### src/rtl/movement_button_conditioner.sv
// movement_button_conditioner
//
// Front end for the four movement keys and the start-game switch.
// Each raw input goes through its own channel: a synchroniser chain, a
// debounce counter, and a debounced state flop. Each key then feeds a
// small RELEASED/HELD FSM. That FSM turns one debounced press into
// exactly one single-cycle pulse, so one physical press moves the
// selection light exactly one cell.
//
// Optional feature macro: AUTO_REPEAT_EN
//   When defined, a key that stays held produces repeat pulses. The first
//   repeat comes REPEAT_DELAY cycles after the initial pulse, and further
//   repeats follow every REPEAT_PERIOD cycles. When the macro is undefined,
//   no repeat hardware exists.
//
// Ports
//   clk             system clock
//   reset           asynchronous, active-low reset
//   rawKeys[3:0]    raw keys {up, down, right, left}; pressed level is set
//                   by RAW_ACTIVE_LOW
//   rawSwitch       raw start-game switch, active-high
//   leftButton      one-cycle press pulse
//   rightButton     one-cycle press pulse
//   upButton        one-cycle press pulse
//   downButton      one-cycle press pulse
//   startGameSwitch debounced switch level
//   anyKeyHeld      OR of the four debounced key states
//
// All outputs are registered.

module movement_button_conditioner #(
   parameter int SYNC_STAGES     = 2,
   parameter int DEBOUNCE_CYCLES = 16,
   parameter int RAW_ACTIVE_LOW  = 1,
   parameter int REPEAT_DELAY    = 25000000,
   parameter int REPEAT_PERIOD   = 10000000
) (
   input  logic       clk,
   input  logic       reset,
   input  logic [3:0] rawKeys,
   input  logic       rawSwitch,
   output logic       leftButton,
   output logic       rightButton,
   output logic       upButton,
   output logic       downButton,
   output logic       startGameSwitch,
   output logic       anyKeyHeld
);

   localparam int NUM_CH = 5;
   localparam int CNT_W  = $clog2(DEBOUNCE_CYCLES + 1);
   localparam logic [CNT_W-1:0] DEB_LAST = CNT_W'(DEBOUNCE_CYCLES - 1);
   localparam logic [CNT_W-1:0] CNT_ONE  = CNT_W'(1);
   // This is the idle (released) raw level of a key. The sync chains reset
   // to it, so coming out of reset does not look like a press.
   localparam logic KEY_IDLE = (RAW_ACTIVE_LOW != 0);

   if (SYNC_STAGES < 2 || DEBOUNCE_CYCLES < 1 || REPEAT_DELAY < 1 || REPEAT_PERIOD < 1) begin : g_bad_params
      $error("movement_button_conditioner: illegal parameter value");
   end

   typedef enum logic {
      KEY_RELEASED = 1'b0,
      KEY_HELD     = 1'b1
   } key_state_t;

   logic [NUM_CH-1:0]      raw_in;
   logic [NUM_CH-1:0]      norm;
   logic [SYNC_STAGES-1:0] sync_q [NUM_CH];
   logic [SYNC_STAGES-1:0] sync_d [NUM_CH];
   logic [CNT_W-1:0]       cnt_q  [NUM_CH];
   logic [CNT_W-1:0]       cnt_d  [NUM_CH];
   logic [NUM_CH-1:0]      deb_q;
   logic [NUM_CH-1:0]      deb_d;
   key_state_t             state_q [4];
   key_state_t             state_d [4];
   logic [3:0]             pulse_q;
   logic [3:0]             pulse_d;
   logic                   any_held_q;
   logic                   any_held_d;

`ifdef AUTO_REPEAT_EN
   localparam int REP_MAX = (REPEAT_DELAY > REPEAT_PERIOD) ? REPEAT_DELAY : REPEAT_PERIOD;
   localparam int REP_W   = $clog2(REP_MAX + 1);
   localparam logic [REP_W-1:0] REP_DELAY_LAST  = REP_W'(REPEAT_DELAY - 1);
   localparam logic [REP_W-1:0] REP_PERIOD_LAST = REP_W'(REPEAT_PERIOD - 1);
   localparam logic [REP_W-1:0] REP_ONE         = REP_W'(1);

   // rep_phase_q records that the first (REPEAT_DELAY) repeat has already
   // fired. After that, the spacing between pulses is REPEAT_PERIOD.
   logic [REP_W-1:0] rep_cnt_q [4];
   logic [REP_W-1:0] rep_cnt_d [4];
   logic [3:0]       rep_phase_q;
   logic [3:0]       rep_phase_d;
`endif

   assign raw_in = {rawSwitch, rawKeys};

   // Synchroniser shift, and normalisation of keys to pressed = 1.
   // The switch is already active-high, so it passes through unchanged.
   always_comb begin
      for (int i = 0; i < NUM_CH; i++) begin
         sync_d[i] = {sync_q[i][SYNC_STAGES-2:0], raw_in[i]};
      end
      norm = '0;
      for (int i = 0; i < 4; i++) begin
         norm[i] = sync_q[i][SYNC_STAGES-1] ^ KEY_IDLE;
      end
      norm[4] = sync_q[4][SYNC_STAGES-1];
   end

   // Debounce. The counter runs only while the synchronised input disagrees
   // with the accepted state. Any agreement restarts the count from zero.
   // On the DEBOUNCE_CYCLES-th disagreement the state flips and the counter
   // is left at zero, so it can never wrap.
   always_comb begin
      deb_d = deb_q;
      for (int i = 0; i < NUM_CH; i++) begin
         cnt_d[i] = '0;
         if (norm[i] != deb_q[i]) begin
            if (cnt_q[i] == DEB_LAST) begin
               deb_d[i] = ~deb_q[i];
            end else begin
               cnt_d[i] = cnt_q[i] + CNT_ONE;
            end
         end
      end
      any_held_d = |deb_d[3:0];
   end

   // Per-key press FSM. This logic looks at deb_d rather than deb_q.
   // As a result, the pulse register loads on the same edge the debounced
   // state flips, and the pulse appears together with anyKeyHeld.
   always_comb begin
      for (int k = 0; k < 4; k++) begin
         state_d[k] = state_q[k];
         pulse_d[k] = 1'b0;
`ifdef AUTO_REPEAT_EN
         rep_cnt_d[k]   = '0;
         rep_phase_d[k] = 1'b0;
`endif
         case (state_q[k])
            KEY_RELEASED: begin
               if (deb_d[k]) begin
                  state_d[k] = KEY_HELD;
                  pulse_d[k] = 1'b1;
               end
            end
            KEY_HELD: begin
               if (!deb_d[k]) begin
                  state_d[k] = KEY_RELEASED;
               end
`ifdef AUTO_REPEAT_EN
               else if (rep_cnt_q[k] == (rep_phase_q[k] ? REP_PERIOD_LAST : REP_DELAY_LAST)) begin
                  pulse_d[k]     = 1'b1;
                  rep_phase_d[k] = 1'b1;
               end else begin
                  rep_cnt_d[k]   = rep_cnt_q[k] + REP_ONE;
                  rep_phase_d[k] = rep_phase_q[k];
               end
`endif
            end
            default: begin
               state_d[k] = KEY_RELEASED;
            end
         endcase
      end
   end

   always_ff @(posedge clk or negedge reset) begin
      if (!reset) begin
         for (int i = 0; i < 4; i++) begin
            sync_q[i]  <= {SYNC_STAGES{KEY_IDLE}};
            state_q[i] <= KEY_RELEASED;
         end
         sync_q[4] <= '0;
         for (int i = 0; i < NUM_CH; i++) begin
            cnt_q[i] <= '0;
         end
         deb_q      <= '0;
         pulse_q    <= '0;
         any_held_q <= 1'b0;
      end else begin
         for (int i = 0; i < NUM_CH; i++) begin
            sync_q[i] <= sync_d[i];
            cnt_q[i]  <= cnt_d[i];
         end
         for (int i = 0; i < 4; i++) begin
            state_q[i] <= state_d[i];
         end
         deb_q      <= deb_d;
         pulse_q    <= pulse_d;
         any_held_q <= any_held_d;
      end
   end

`ifdef AUTO_REPEAT_EN
   always_ff @(posedge clk or negedge reset) begin
      if (!reset) begin
         for (int i = 0; i < 4; i++) begin
            rep_cnt_q[i] <= '0;
         end
         rep_phase_q <= '0;
      end else begin
         for (int i = 0; i < 4; i++) begin
            rep_cnt_q[i] <= rep_cnt_d[i];
         end
         rep_phase_q <= rep_phase_d;
      end
   end
`endif

   assign leftButton      = pulse_q[0];
   assign rightButton     = pulse_q[1];
   assign downButton      = pulse_q[2];
   assign upButton        = pulse_q[3];
   assign startGameSwitch = deb_q[4];
   assign anyKeyHeld      = any_held_q;

endmodule

### config.mk
export PLATFORM = sky130hd
export DESIGN_NAME = movement_button_conditioner
export DESIGN_NICKNAME = d
export VERILOG_FILES = /design/src/rtl/movement_button_conditioner.sv
export SDC_FILE = /design/constraint.sdc
export NUM_CORES = 1
export LEC_CHECK = 0
export BUFFER_PORTS_ARGS = -buffer_cell sky130_fd_sc_hd__buf_2
export CORE_MARGIN = 1
export CORE_UTILIZATION = 55
export CTS_BUF_LIST = sky130_fd_sc_hd__clkbuf_4 sky130_fd_sc_hd__clkbuf_8
export CTS_CLUSTER_DIAMETER = 150
export CTS_CLUSTER_SIZE = 14
export DETAILED_ROUTE_END_ITERATION = 8
export GPL_ROUTABILITY_DRIVEN = 0
export GPL_TIMING_DRIVEN = 0
export PLACE_DENSITY_LB_ADDON = 0.15
export SETUP_SLACK_MARGIN = 0.05
export SLEW_MARGIN = 5
export SYNTH_ARGS = -nofsm -noshare
export SYNTH_HDL_FRONTEND = slang
export SYNTH_SLANG_ARGS = --single-unit
### constraint.sdc
create_clock -name clk -period 1.5 [get_ports clk]
set_input_delay 0.3 -clock clk [delete_from_list [all_inputs] [get_ports clk]]
set_output_delay 0.3 -clock clk [all_outputs]
set_load 0.005 [all_outputs]
After elaboration in Yosys (flattened, before gate mapping):

Index checks and enable logic that the tools add are counted.

* flip-flop bits (word level): 49
* input bits: 7
* output and inout port bits: 6
* word-level logic and storage cells: 70

* add/sub/neg operators: 5
* eq/ne operators: 10
* muxes and demuxes: 26
* bitwise operators: 9
* reductions and logical operators: 2

Operator list (number)
* 5-bit 2-to-1 mux: 10
* 5-bit by 1-bit adder with 5-bit output (second input constant): 5
* 5-bit by 4-bit == test with 1-bit output (second input constant): 5
* 1-bit 2-to-1 mux: 16
* 1-bit inverter: 9
* 1-bit != test: 5
* 4-bit OR reduction: 1
* 2-bit AND reduction: 1

Longest topological paths before layout:

Gate-level depths: netlist of the first run.

* depth in word-level cells: 5
* gate-level depth with buffers: 4
* mapped depth without buffers: 4

Worst setup path after synthesis of the first run:

No wires, ideal clock.

* path type: reg2reg
* from: register cnt_q[20] (netlist bit)
* to: register any_held_q (netlist: anyKeyHeld)
* setup time: 136 ps
* arrival: 1056 ps
* data required time: 1364 ps
* path slack: 308 ps
* cell stages (with the launch flop): 5
* path buffers: 0
* clock period less this slack: 1192 ps
* path through: dfrtp_1 ha_1 nand4b_1 mux2i_1 nand4_1

* cells in the longest elaborated chain, start to end: 4

RTL lines
* start: declaration: RTL line 71 `logic [CNT_W-1:0] cnt_q [NUM_CH];`
* start signal: indexed assignment: RTL line 186 `cnt_q[i] <= cnt_d[i];`
* 5-bit by 4-bit == test with 1-bit output: RTL line 121 `if (cnt_q[i] == DEB_LAST) begin`
* 1-bit 2-to-1 mux: RTL line 121
* 1-bit 2-to-1 mux: RTL line 120 `if (norm[i] != deb_q[i]) begin`
* 4-bit OR reduction: RTL line 128 `any_held_d = |deb_d[3:0];`
* net any_held_d: RTL line 80 `logic any_held_d;`
* end signal: assignment: RTL line 193 `any_held_q <= any_held_d;`
* end: declaration: RTL line 79 `logic any_held_q;`

The timed path passes the listed nets, and every way through them passes these cells.
A chain may end at the register's enable or synchronous reset.

Worst setup path in the final report of the first run:

Ends and elaborated chain as after synthesis.

==> results.sh, run 1 <==
export IMPL_syn_inst=129
export IMPL_gr_total_overflow=0
export IMPL_coreArea_mm2=0.00283
export IMPL_min_period_ps=1350
export IMPL_min_from="rawKeys[1]"
export IMPL_hold_violations=0
export IMPL_wl_per_cell_um=13.1
export IMPL_cts_sinks=45
export IMPL_critPathSlowestCell="dfrtp_1"
export IMPL_synthXorXnorAreaFrac_pct=7.78
export IMPL_syn_area_mm2=0.00169
export IMPL_die_w_um=57.4
export IMPL_maxCapViolations=0
export IMPL_rr_worst_depth=4
export IMPL_synth_simple_area_share_pct=15.5
export IMPL_cts_hold_fix_buffers=0
export IMPL_layout_setup_ws_ps=150
export IMPL_via_per_inst=5.39
export IMPL_crit_path_max_fanout=3
export IMPL_cts_buffers=5
export IMPL_clock_root_buffer="clkbuf_4"
export IMPL_powerDensity_mw_per_mm2=1060
export IMPL_drc=1
export IMPL_timing_fmax_mhz=741
export IMPL_grt_max_degree=46
export IMPL_gr_usage_all_layers_pct=16.4
export IMPL_tightest_slew_ps=943
export IMPL_drtIter0Drc=34
export IMPL_crit_path_end_kind="register"
export IMPL_clock_tree_buffer_depth=2
export IMPL_slew_violations=0
export IMPL_dpl_cell_count=172
export IMPL_power_leakage_nw=1.04
export IMPL_ant_nets=0
export IMPL_status="complete, but fails checks"
export IMPL_rsz0062_at_grt="no"
export IMPL_drt_first_pass_iters=6
export IMPL_grt_pass1_vias=984
export IMPL_start_util_pct=59.7
export IMPL_synth_compound_area_share_pct=0.667
export IMPL_areaGrowthSynthToFinish_pct=9.12
export IMPL_ys_seq_area_share_pct=67.3
export IMPL_ys_types=20
export IMPL_synth_top_family_by_area="simple AND/OR/NAND/NOR gates"
export IMPL_ys_warn_count=0
export IMPL_die_h_um=57.4
export IMPL_critical_path_class="reg2reg"
export IMPL_place_hpwl_um=1660
export IMPL_worstPathRequired_ps=1730
export IMPL_cts_resized=0
export IMPL_antenna_found_initial=0
export IMPL_max_stage_delay_ps=420
export IMPL_setup_tns_ps=0
export IMPL_wirelength_um=2370
export IMPL_postCtsSetupBuffers=0
export IMPL_whs_path_depth=1
export IMPL_diodes=0
export IMPL_worstPathArrival_ps=1580
export IMPL_cp_cell_sequence="ha_1 > nand4b_1 > mux2i_1 > nand4_1"
export IMPL_yosys_register_bits=45
export IMPL_ir_drop_mv=0.769
export IMPL_failed_checks="design-rule violations"
export IMPL_synth_nets=141
export IMPL_crit_path_start_kind="register"
export IMPL_min_path_type="in2reg"
export IMPL_io_pins=13
export IMPL_clock_latency_ps=340
export IMPL_die_area_mm2=0.00329
export IMPL_drive_above_1_share_pct=20.1
export IMPL_maxSlewHeadroom_pct=37.1
export IMPL_synth_fa_ha_area_share_pct=3.71
export IMPL_whs_ps=39.9
export IMPL_finalClockSkew_ps=7.22
export IMPL_min_to="sync_d[7]$_DFF_PN1_"
export IMPL_grt_pass1_wl_um=3950
export IMPL_cts_htree_levels=2
export IMPL_worstReg2RegStart="cnt_q[20]$_DFF_PN0_"
export IMPL_ff2ff_setup_slack_ps=150
export IMPL_r2r_end="anyKeyHeld$_DFF_PN0_"
export IMPL_rows=19
export IMPL_final_nets=160
export IMPL_dp_slack_ps=154
export IMPL_syn_avg_cell_area_um2=13.1
export IMPL_design_power_total_mw=1.95
export IMPL_synthMuxAreaShare_pct=3.04
export IMPL_vias=970
export IMPL_final_cells=180
export IMPL_clk_pin_slew_ps=130
export IMPL_tritoncts="built"
export IMPL_min_period_over_period_pct=90.0
export IMPL_setup_violations=0
export IMPL_io_buffers=12
==> critical path: cells and delay by family (launching register included) <==
family / cells / cell delay [ps]
fa+ha+maj: 1 / 250
mux: 1 / 280
simple gates: 2 / 290
flops: 1 / 420
==> report_power, final <==
part | internal [mW] | switching, mW | leakage (nW)
Combinational | 0.0408 | 0.0579 | 0.430
Sequential | 1.27 | 0.0349 | 0.584
Clock | 0.177 | 0.376 | 0.0310
==> routing by layer <==
metal / up-vias / part of all wire [%] / routed length [um] / global-route usage [%]
met3: 5 / 3.9 / 92 / 4.99
li1: 467 / - / - / -
met5: - / 0 / 0 / 0
met1: 481 / 44 / 1040 / 17.6
met2: 17 / 50 / 1190 / 28.9
met4: 0 / 1.5 / 36 / 8.71
==> per-stage QoR <==
step	area [um2]	utilization [%]
4_1_cts	1840	65.1
3_3_place_gp	1790	63.2
3_5_place_dp	1790	63.2
2_1_floorplan	1690	-
6_report	1840	65.1
5_1_grt	1840	65.1
==> cells in the mapped netlist <==
| cell | instances | area, um2 |
|---|---|---|
| dfrtp_1 | 37 | 926 |
| mux2_2 | 1 | 11.3 |
| nor4_1 | 3 | 18.8 |
| mux2i_1 | 4 | 40.0 |
| and3_1 | 7 | 43.8 |
| nand4b_1 | 3 | 26.3 |
| dfstp_2 | 8 | 210 |
| nand2_1 | 5 | 18.8 |
| a31oi_1 | 1 | 6.26 |
| inv_1 | 9 | 33.8 |
| xnor2_1 | 4 | 35.0 |
| nor3_1 | 1 | 5.00 |
| ha_1 | 5 | 62.6 |
| xor2_1 | 11 | 96.3 |
| o21ai_0 | 1 | 5.00 |
| nor2_1 | 12 | 45.0 |
| and2_1 | 6 | 37.5 |
| nand4_1 | 1 | 6.26 |
| nand4b_2 | 1 | 15.0 |
| nand3_1 | 9 | 45.0 |
==> flip-flops by register name, summed over array words and instances, names as in the netlist <==
register    flops
deb_q           5
sync_d          5
cnt_q          25
sync_q          4
pulse_q         4
anyKeyHeld      1
norm            1
==> cells by family after synthesis <==
family          count (synthesis)
xor+xnor                       15
compound gates                  2
simple gates                   48
fa+ha+maj                       5
flops                          45
buf+inv                         9
mux                             5
==> worst max-delay path by stage <==
stage                              from                   end  slack, ps
floorplan           cnt_q[20]$_DFF_PN0_  anyKeyHeld$_DFF_PN0_        310
global placement    cnt_q[20]$_DFF_PN0_  anyKeyHeld$_DFF_PN0_        200
detailed placement  cnt_q[20]$_DFF_PN0_  anyKeyHeld$_DFF_PN0_        150
CTS                  cnt_q[5]$_DFF_PN0_  anyKeyHeld$_DFF_PN0_        140
global route        cnt_q[20]$_DFF_PN0_  anyKeyHeld$_DFF_PN0_         80
finish              cnt_q[20]$_DFF_PN0_  anyKeyHeld$_DFF_PN0_        150
==> area by class of cell <==
class,count,area [um2]
flip-flops and latches,45,1140
fillers,224,987
multi-input cells,75,518
repair buffers,12,60.1
well taps,31,38.8
clock buffers,5,37.5
inverters,9,33.8
clock inverters,3,17.5
==> placed cells by master, fill, tap and decap left out <==
cell type	netlist	final
a31oi_1	1	1
and2_1	6	6
and3_1	7	7
buf_2	0	12
clkbuf_4	0	5
clkinv_2	0	2
clkinvlp_4	0	1
dfrtp_1	37	37
dfstp_2	8	8
ha_1	5	5
inv_1	9	9
mux2_2	1	1
mux2i_1	4	4
nand2_1	5	5
nand3_1	9	9
nand4_1	1	1
nand4b_1	3	3
nand4b_2	1	1
nor2_1	12	12
nor3_1	1	1
nor4_1	3	3
o21ai_0	1	1
xnor2_1	4	4
xor2_1	11	11
(Power assumes the default switching activity.)
==> inputs of run 2 (changes only) <==
Settings changed: HOLD_SLACK_MARGIN from default to 0.1.
Clock period 1.5 ns to 1.4 ns, I/O delays scaled along.
==> results.sh, run 2 (synthesis results as in run 1) <==
export IMPL_status="complete, but fails checks"
export IMPL_failed_checks="design-rule violations"
export IMPL_crit_path_end_kind="register"
export IMPL_clock_latency_ps=340
export IMPL_drtIter0Drc=31
export IMPL_place_hpwl_um=1660
export IMPL_worstPathArrival_ps=1550
export IMPL_cts_htree_levels=2
export IMPL_die_area_mm2=0.00329
export IMPL_final_nets=169
export IMPL_wirelength_um=2460
export IMPL_crit_path_start_kind="register"
export IMPL_place_area_mm2=0.00179
export IMPL_antenna_found_initial=0
export IMPL_tightest_slew_ps=580
export IMPL_crit_buf_inv=0
export IMPL_coreArea_mm2=0.00283
export IMPL_maxSlewHeadroom_pct=61.3
export IMPL_wl_per_cell_um=13.0
export IMPL_min_period_ps=1320
export IMPL_cp_top_family="flip-flops"
export IMPL_ir_drop_mv=0.746
export IMPL_final_area_mm2=0.00193
export IMPL_finalClockSkew_ps=9.54
export IMPL_worstPathRequired_ps=1630
export IMPL_maxCapViolations=0
export IMPL_clock_tree_buffer_depth=2
export IMPL_cts_sinks=45
export IMPL_grt_pass1_vias=1032
export IMPL_drive_above_1_share_pct=22.2
export IMPL_clock_root_buffer="clkbuf_4"
export IMPL_tritoncts="built"
export IMPL_ant_nets=0
export IMPL_rsz0062_at_grt="yes"
export IMPL_io_buffers=12
export IMPL_max_stage_delay_ps=420
export IMPL_min_period_over_period_pct=94.1
export IMPL_io_pins=13
export IMPL_crit_path_max_fanout=3
export IMPL_diodes=0
export IMPL_clk_pin_slew_ps=130
export IMPL_nFillCells=218
export IMPL_grt_pass1_wl_um=4140
export IMPL_powerDensity_mw_per_mm2=1090
export IMPL_setup_violations=0
export IMPL_drt_first_pass_iters=6
export IMPL_mostFrequentLayoutCell="dfrtp_1"
export IMPL_gr_total_overflow=0
export IMPL_rows=19
export IMPL_areaGrowthSynthToFinish_pct=14.5
export IMPL_largest_register_ffs=25
export IMPL_gr_usage_all_layers_pct=17.3
export IMPL_grt_max_degree=46
export IMPL_vias=1000
export IMPL_critical_path_class="reg2reg"
export IMPL_timing_fmax_mhz=759
export IMPL_cts_buffers=5
export IMPL_cp_cell_sequence="ha_1 > nand4b_1 > mux2i_1 > nand4_1"
export IMPL_power_leakage_nw=1.08
export IMPL_regMostFlops="cnt_q"
export IMPL_drc=1
export IMPL_min_path_type="reg2reg"
export IMPL_setup_tns_ps=0
export IMPL_via_per_inst=5.29
export IMPL_die_h_um=57.4
export IMPL_die_w_um=57.4
export IMPL_critPathSlowestCell="dfrtp_1"
export IMPL_start_util_pct=59.7
export IMPL_layout_common_cells="dfrtp_1 (37), nor2_1 (12), xor2_1 (11), buf_2 (11)"
export IMPL_hold_violations=0
export IMPL_slew_violations=0
==> run 2: path summary, 6_finish.rpt <==
kind                                     startpoint                   end  slack [ps]  cells after the start
worst min-delay path            sync_d[5]$_DFF_PN1_   sync_q[5]$_DFF_PN1_         360                      0
worst max register to register   cnt_q[5]$_DFF_PN0_  anyKeyHeld$_DFF_PN0_          80                      4
min in group asynchronous                     reset    cnt_q[0]$_DFF_PN0_         480                      2
worst min register to register  sync_d[5]$_DFF_PN1_   sync_q[5]$_DFF_PN1_         360                      0
worst max-delay path             cnt_q[5]$_DFF_PN0_  anyKeyHeld$_DFF_PN0_          80                      4
max in group asynchronous                     reset   sync_d[3]$_DFF_PN1_         520                      2
==> run 2: cell type report <==
cell class	instances	area, um2	area share [%]
clock buffers	5	37.5	1.94
clock inverters	3	17.5	0.906
well taps	31	38.8	2.01
flip-flops and latches	45	1140	58.8
multi-input cells	75	524	27.1
repair buffers	21	145	7.51
inverters	9	33.8	1.75
==> run 2: metal layers <==
metal | track usage, % | vias to the layer above | share of wire, %
li1 | - | 487 | -
met2 | 31.4 | 17 | 51
met4 | 8.71 | 0 | 1.5
met1 | 18.0 | 491 | 44
met3 | 4.99 | 5 | 3.7
met5 | 0 | - | 0
==> run 2: report_power, final <==
group | leakage (nW) | internal (mW) | switching [mW] | total [mW]
clock | 0.0310 | 0.190 | 0.404 | 0.594
sequential | 0.584 | 1.36 | 0.0370 | 1.40
combinational | 0.461 | 0.0581 | 0.0655 | 0.124
==> run 2: worst register-to-register path: stages (launching register included) <==
cell      delay (ps)
dfrtp_1          420
ha_1             240
nand4b_1         160
mux2i_1          270
nand4_1          120
==> run 2: what timing repair did <==
action                                  CTS  global route
buffers inserted                          2             1
hold endpoints to repair                 35             0
endpoints found under the setup margin    1            38
pin swaps                                 1             1
hold buffers                              6             0
cloned                                    0             0
resized for setup                         0             3
==> run 2: per-stage QoR <==
step | hold WS (ps) | setup slack [ps] | instances | power [mW] | util, %
floorplan | -15.6 | 208 | 129 | 1.47 | -
global placement | 335 | 99.2 | 172 | 1.52 | 63.2
detailed placement | 337 | 53.5 | 172 | 1.53 | 63.2
CTS | 363 | 64.7 | 188 | 2.13 | 67.8
global route | 363 | 11.9 | 189 | 2.21 | 68.3
finish | 362 | 82.1 | 189 | 2.11 | 68.3
